### src/rtl/generador_tubos.sv
// generador_tubos: scrolls one pipe left per frame, respawns it with a pseudo-random gap, counts pipes passed
// Ports:
//   clk, rst_n   clock and asynchronous active-low reset
//   frame_tick   one-cycle pulse per video frame
//   start        one-cycle pulse: begin or restart the game
//   choque       collision level from the comparator
//   tubox/tuboy  registered pipe left edge and gap top
//   activo       high while running
//   paso         one-cycle pulse when the pipe passes the bird
//   puntaje      saturating count of pipes passed
module generador_tubos #(
  parameter int START_X = 640,
  parameter int STEP = 2,
  parameter int PIPE_W = 60,
  parameter int BIRD_X = 160,
  parameter int GAP_MIN = 60,
  parameter logic [7:0] GAP_MASK = 8'hFF
) (
  input  logic       clk,
  input  logic       rst_n,
  input  logic       frame_tick,
  input  logic       start,
  input  logic       choque,
  output logic [9:0] tubox,
  output logic [9:0] tuboy,
  output logic       activo,
  output logic       paso,
  output logic [7:0] puntaje
);
  localparam logic [1:0] IDLE = 2'd0;
  localparam logic [1:0] RUN = 2'd1;
  localparam logic [1:0] CRASH = 2'd2;
  localparam logic [9:0] SX = 10'(START_X);
  localparam logic [9:0] ST = 10'(STEP);
  localparam logic [9:0] GM = 10'(GAP_MIN);
  localparam logic [10:0] PW = 11'(PIPE_W);
  localparam logic [10:0] BX = 11'(BIRD_X);
  localparam logic [10:0] ST11 = 11'(STEP);
  logic [1:0] state, state_n;
  logic [7:0] lfsr;
  logic [10:0] x_pw, xn_pw;
  logic run_tick, restart, load, move, score;
  // right-edge positions before and after the move, 11 bits so nothing wraps
  assign x_pw = {1'b0, tubox} + PW;
  assign xn_pw = {1'b0, tubox} - ST11 + PW;
  // a collision wins over a same-cycle frame tick
  assign run_tick = state == RUN && !choque && frame_tick;
  assign restart = state != RUN && start;
  assign load = restart || (run_tick && tubox < ST);
  assign move = run_tick && tubox >= ST;
  assign score = move && x_pw > BX && xn_pw <= BX;
  always_comb begin
    state_n = restart ? RUN : (state == RUN && choque) ? CRASH : state;
  end
  always_ff @(posedge clk or negedge rst_n) begin
    if (!rst_n) begin
      state <= IDLE;
      tubox <= SX;
      tuboy <= GM;
      activo <= 1'b0;
      paso <= 1'b0;
      puntaje <= 8'd0;
      lfsr <= 8'hA5;
    end else begin
      state <= state_n;
      activo <= state_n == RUN;
      paso <= score;
      if (load) begin
        tubox <= SX;
        tuboy <= GM + {2'b0, lfsr & GAP_MASK};
        lfsr <= {lfsr[6:0], lfsr[7] ^ lfsr[5] ^ lfsr[4] ^ lfsr[3]};
      end else if (move) tubox <= tubox - ST;
      if (restart) puntaje <= 8'd0;
      else if (score && puntaje != 8'hFF) puntaje <= puntaje + 8'd1;
    end
  end
endmodule

### config.mk
export PLATFORM = sky130hd
export DESIGN_NAME = generador_tubos
export DESIGN_NICKNAME = d
export VERILOG_FILES = /design/src/rtl/generador_tubos.sv
export SDC_FILE = /design/constraint.sdc
export NUM_CORES = 1
export LEC_CHECK = 0
export ABC_CLOCK_PERIOD_IN_PS = 2700
export CORE_ASPECT_RATIO = 1.5
export CORE_UTILIZATION = 30
export CTS_CLUSTER_DIAMETER = 150
export DETAILED_ROUTE_END_ITERATION = 8
export GPL_TIMING_DRIVEN = 0
export PLACE_DENSITY = 0.49
export SLEW_MARGIN = 20
export SYNTH_ARGS = -nofsm -noshare
export SYNTH_HDL_FRONTEND = slang
export SYNTH_SLANG_ARGS = --single-unit
### constraint.sdc
create_clock -name clk -period 2.7 [get_ports clk]
set_clock_uncertainty 0.2 [all_clocks]
set_input_delay 0.675 -clock clk [delete_from_list [all_inputs] [get_ports clk]]
set_output_delay 0.675 -clock clk [all_outputs]
set_load 0.01 [all_outputs]
# Word-level counts from Yosys, hierarchy flattened
# Index checks and enable logic that the tools add are counted.
[word_totals]
reg_bits = 40
latch_bits = 0
ram_bits = 0
mem_bits_ro = 0
inputBits = 5
output_inout_bits = 30
elab_cells = 43
n_memories = 0
[classes]
n_addsub = 6
n_mul = 0
div_mod_pow = 0
order_cmp = 4
eq_ne = 4
shifts = 0
n_mux = 6
n_bitwise = 3
n_reduce_logical = 13
[op_table]
columns = ["cell", "count"]
rows = [
  ["10-bit two-way mux", 2],
  ["8-bit two-way mux", 2],
  ["10-bit by 6-bit adder with 11-bit output, second input constant", 1],
  ["11-bit by 6-bit adder with 11-bit output, second input constant", 1],
  ["11-bit by 8-bit > comparator with 1-bit output, second input constant", 1],
  ["11-bit by 8-bit less-or-equal comparator with 1-bit output, second input constant", 1],
  ["10-bit by 2-bit subtractor with 11-bit output, second input constant", 1],
  ["10-bit by 2-bit >= comparator with 1-bit output, second input constant", 1],
  ["10-bit by 2-bit < comparator with 1-bit output, second input constant", 1],
  ["10-bit by 2-bit subtractor with 10-bit output, second input constant", 1],
  ["6-bit by 8-bit adder with 9-bit output, first input constant", 1],
  ["1-bit logical AND", 9],
  ["8-bit by 1-bit adder with 8-bit output, second input constant", 1],
  ["8-bit inequality test, second input constant", 1],
  ["2-bit by 1-bit == test with 1-bit output, second input constant", 2],
  ["2-bit two-way mux", 2],
  ["2-bit nonzero test", 2],
  ["1-bit bitwise XOR", 3],
  ["2-bit by 1-bit inequality test with 1-bit output, second input constant", 1],
  ["1-bit zero test", 1],
  ["1-bit logical OR", 1],
]

# Logic depth before layout (Yosys ltp)
[logic_depth]
word_depth = 9
depth_mapped = 8
ltp_nobuf = 7

# Worst setup path before layout
# No wires, ideal clock.
[synth_timing]
path_type = "input to register"
start = "input choque"
end = "register puntaje[4]"
setup_ns = 0.078
arrival_time_ns = 2.275
required_ns = 2.422
slack_ns = 0.147
cell_stages = 7
n_path_buf = 1
path_cell_list = "nand4bb_1 -> a311oi_1 -> o211ai_1 -> a2111o_1 -> buf_6 -> or3_1 -> a21oi_1"
[synth_via]
elab_chain_cells = 8
[synth_lines]
columns = ["element", "line", "text"]
rows = [
  ["start: declaration", "23", "input logic choque,"],
  ["1-bit zero test", "47", "assign run_tick = state == RUN && !choque && frame_tick;"],
  ["1-bit logical AND (2 in a row)", "47", ""],
  ["1-bit logical AND", "50", "assign move = run_tick && tubox >= ST;"],
  ["1-bit logical AND (2 in a row)", "51", "assign score = move && x_pw > BX && xn_pw <= BX;"],
  ["1-bit logical AND", "74", "else if (score && puntaje != 8'hFF) puntaje <= puntaje + 8'd1;"],
  ["2-bit nonzero test (no line)", "--", ""],
  ["end signal: assignment", "74", ""],
  ["end: declaration", "28", "output logic [7:0] puntaje"],
]
# Every way passes these cells.
# A chain may end at the register's enable or synchronous reset.

# Final worst setup path
[layout_timing]
start = "register tubox[2]"
end = "register puntaje[4]"
[layout_via]
elab_chain_cells = 6
elab_cells_between_ends = 11
cone_classes = "add/sub: 3; order compare: 3; reduce/logical: 5"
[layout_lines]
columns = ["element", "line", "text"]
rows = [
  ["start: declaration", "24", "output logic [9:0] tubox,"],
  ["start signal: assignment", "72", "end else if (move) tubox <= tubox - ST;"],
  ["10-bit by 2-bit subtractor with 11-bit output, or another cell as far along", "45", "assign xn_pw = {1'b0, tubox} - ST11 + PW;"],
  ["11-bit by 6-bit adder with 11-bit output, or another cell as far along", "45", ""],
  ["11-bit by 8-bit less-or-equal comparator with 1-bit output / 1-bit logical AND (equally long branches)", "51", ""],
  ["1-bit logical AND (*)", "51", ""],
  ["1-bit logical AND (*)", "74", ""],
  ["2-bit nonzero test (no line) (*)", "--", ""],
]
# Every way passes the cells marked *; elsewhere a longest branch is shown, timed or not.

==> metrics.md <==
| Metric | Value |
|---|---|
| Status | finished, final reports clean |
| Port Buffer Count | 32 |
| M1 GR Usage | 18.6% |
| Critical Setup Path Class | reg -> reg |
| Switching Share | 38.1% |
| DR vias | 1675 |
| Grt met3 use | 2.49% |
| Max-cap violations | 0 |
| Share of layout cells above drive strength 1 | 15.5% |
| GRT Util Overall | 15.6% |
| Tmin final | 2.59 ns |
| TritonCTS Buffers | 5 |
| Pre-antenna DRT Iters | 4 |
| Root Driver | clkbuf_8 |
| R2R cell count | 7 |
| Total Wirelength | 4.72 mm |
| Critical path fanouts, max | 8 |
| Slew Limit Fails | 0 |
| Max Root-Sink Buffers | 2 |
| TritonCTS clock tree | yes |
| Top Ports | 35 |
| Avg Inst Size Synth | 9.08 um^2 |
| Reg power frac | 39.9% |
| Cts hold-fix bufs | 0 |
| Commonest non-fill, non-tap cell in the layout | nand2_1 |
| Fin. Hold Viols | 0 |
| Setup-failing EPs final | 0 |
| NetSw | 0.904 mW |
| CP required | 2.71 ns |
| Post-synth cell types | 44 |
| Startpoint Class | flop |
| Footprint of the multi-input gates | 947 um^2 |
| Final ANT Viol Nets | 0 |
| Clock share of power | 15.7% |
| Internal power | 1.47 mW |
| Worst Setup End Kind | flop |
| Grt total ovfl | 0 |
| Share of the synthesized area in the top cell type | 34.6% |
| Worst hold path class | in -> async |
| Initial core utilization | 31.4% |
| Register area | 941 um^2 |
| Logic gate share of total power | 44.4% |
| HPWL after detailed placement | 3.44 mm |
| Power Dens Cells | 942 nW/um^2 |
| Syn Inst Count | 215 |
| Initial antenna violation count | 0 |
| Routability cong. | 0.840 |
| Synth area leader | dfrtp_1 |
| Critical Path AT | 2.60 ns |
| Setup TNS | 0 ns |
| First-pass GRT wire length | 8.04 mm |
| Largest net degree at the start of global routing | 24 |
| Top cells by area, synth | dfrtp_1 (35%), dfstp_2 (13%), nand2_1 (7.1%), o21ai_0 (3.8%), a21oi_1 (3.3%) |
| Site Rows | 35 |
| Async set or reset register ratio after synthesis | 100% |
| Die width | 67.9 um |
| Period utilization | 96.0% |
| Remaining DRCs | 0 |
| Clk sink count | 37 |
| Initial DRC count | 68 |
| GR Util met2 | 27.4% |
| Core Area | 6220 um^2 |
| Synth warnings | 0 |
| WL/cell | 14.2 um |
| Via/cell ratio | 5.05 |
| Ant. Diodes | 0 |
| Total die area | 6840 um^2 |
| Yosys reg bits | 37 |
| Sequential share of the synthesized area | 48.0% |
| Peak supply drop | 0.525 mV |
| Fmax | 0.386 GHz |
| Vias in the first global route | 1644 |
| Most frequent cells in the layout | nand2_1 (37), clkdlybuf4s50_1 (29), dfrtp_1 (25), o21ai_0 (15), nor2_1 (15) |
| Syn Std Cell Area | 1950 um^2 |
| EDFF count, synth | 0 |
| Clock Pin Slew Worst Setup and Hold Paths | 0.08 ns |
| Fill count | 642 |
| Worst-Skew Late Latency | 0.28 ns |
| Top FF cell, synth | dfrtp_1 |
| Layout Nets | 266 |
| Chip height | 101 um |
| Layer with the highest usage | met2 |
| CTS H-Tree Depth | 2 |
| RSZ-0062 raised after global routing | no |
| Fin util | 40.5% |
| Area delta synth->final | 28.9% |
| Leakage | 1.04 nW |
through the flow:
step,total power [mW],cells,cell area (um^2),worst slack [ns],hold slack (ns)
5_1_grt,2.56,332,2520,0.0224,0.115
6_report,2.37,332,2520,0.108,0.101
3_3_place_gp,1.99,322,2370,-0.652,0.270
2_1_floorplan,1.57,216,1960,0.147,0.179
4_1_cts,2.41,333,2520,0.0484,0.104
3_5_place_dp,1.99,323,2380,-0.628,0.275
critical path: stages, from the launching register on:
cell	delay, ns
dfrtp_2	0.47
a2111o_1	0.48
a31o_1	0.25
o21a_1	0.10
a2111o_1	0.43
buf_6	0.16
or3_1	0.30
a21oi_1	0.14
cells by family after synthesis:
group | Yosys count | synth area share [%]
AND/OR/NAND/NOR | 90 | 22.3
AO/OA/AOI/OAI | 51 | 15.9
multiplexers | 3 | 1.67
adder cells (fa/ha/maj) | 4 | 2.56
XOR/XNOR | 9 | 4.04
other | 1 | 0.192
buffers and inverters | 20 | 5.32
flip-flops | 37 | 48.0
final timing paths:
kind | endpoint | slack (ns) | startpoint
worst max-delay path | puntaje[4]$_DFFE_PN0P_ | 0.11 | tubox[2]$_DFFE_PN0P_
worst min-delay path | state[1]$_DFF_PN0_ | 0.10 | rst_n
worst max register to register | puntaje[4]$_DFFE_PN0P_ | 0.11 | tubox[2]$_DFFE_PN0P_
worst min register to register | tuboy[6]$_DFFE_PN0N_ | 0.29 | tuboy[6]$_DFFE_PN0N_
max in group asynchronous | tuboy[2]$_DFFE_PN1N_ | 1.68 | rst_n
min in group clk | tuboy[6]$_DFFE_PN0N_ | 0.29 | tuboy[6]$_DFFE_PN0N_
what timing repair did:
action	4_1_cts	5_1_grt
gates resized for setup	7	4
setup endpoints to repair	19	15
setup buffers	3	0
endpoints found under the hold margin	0	0
pin swaps	3	1
sequential cells by signal (all words and copies together), names as in the netlist:
signal   count
activo       1
lfsr         8
paso         1
puntaje      8
state        2
tubox        9
tuboy        8
area by class of cell:
| class | count | share of cell area [%] |
|---|---|---|
| Inverter | 7 | 1.04 |
| Tap cell | 74 | 3.68 |
| Multi-Input combinational cell | 159 | 37.6 |
| Sequential cell | 37 | 37.4 |
| Timing Repair Buffer | 36 | 14.1 |
| Buffer | 11 | 2.88 |
| Clock inverter | 2 | 0.398 |
| Clock buffer | 6 | 2.88 |
power groups by stage:
stage	Combinational (mW)	Sequential, mW	Clock [mW]
global route	1.17	0.977	0.414
CTS	1.08	0.929	0.397
finish	1.05	0.947	0.372
global placement	1.05	0.934	0
detailed placement	1.06	0.934	0
floorplan	0.617	0.954	0
cell usage after synthesis (all sizes together) (2+ instances only):
| master | number |
|---|---|
| o31ai | 2 |
| nor3 | 7 |
| nand4 | 2 |
| and2 | 2 |
| and3 | 6 |
| nand3 | 7 |
| o211ai | 2 |
| nand2 | 37 |
| xnor2 | 7 |
| dfstp | 10 |
| a2111o | 2 |
| xor2 | 2 |
| ha | 4 |
| buf | 7 |
| inv | 7 |
| mux2 | 2 |
| dfrtp | 27 |
| clkbuf | 6 |
| nor2 | 15 |
| a21oi | 13 |
| a211oi | 2 |
| nand2b | 2 |
| nor4 | 2 |
| or3 | 5 |
| o21ai | 22 |
per-layer routing:
metal / part of all wire (%) / up-vias
li1: - / 833
met1: 41 / 812
met2: 54 / 24
met3: 2.2 / 6
met4: 1.9 / 0
met5: 0 / -
No activity file was read; power rests on OpenSTA's default activity.
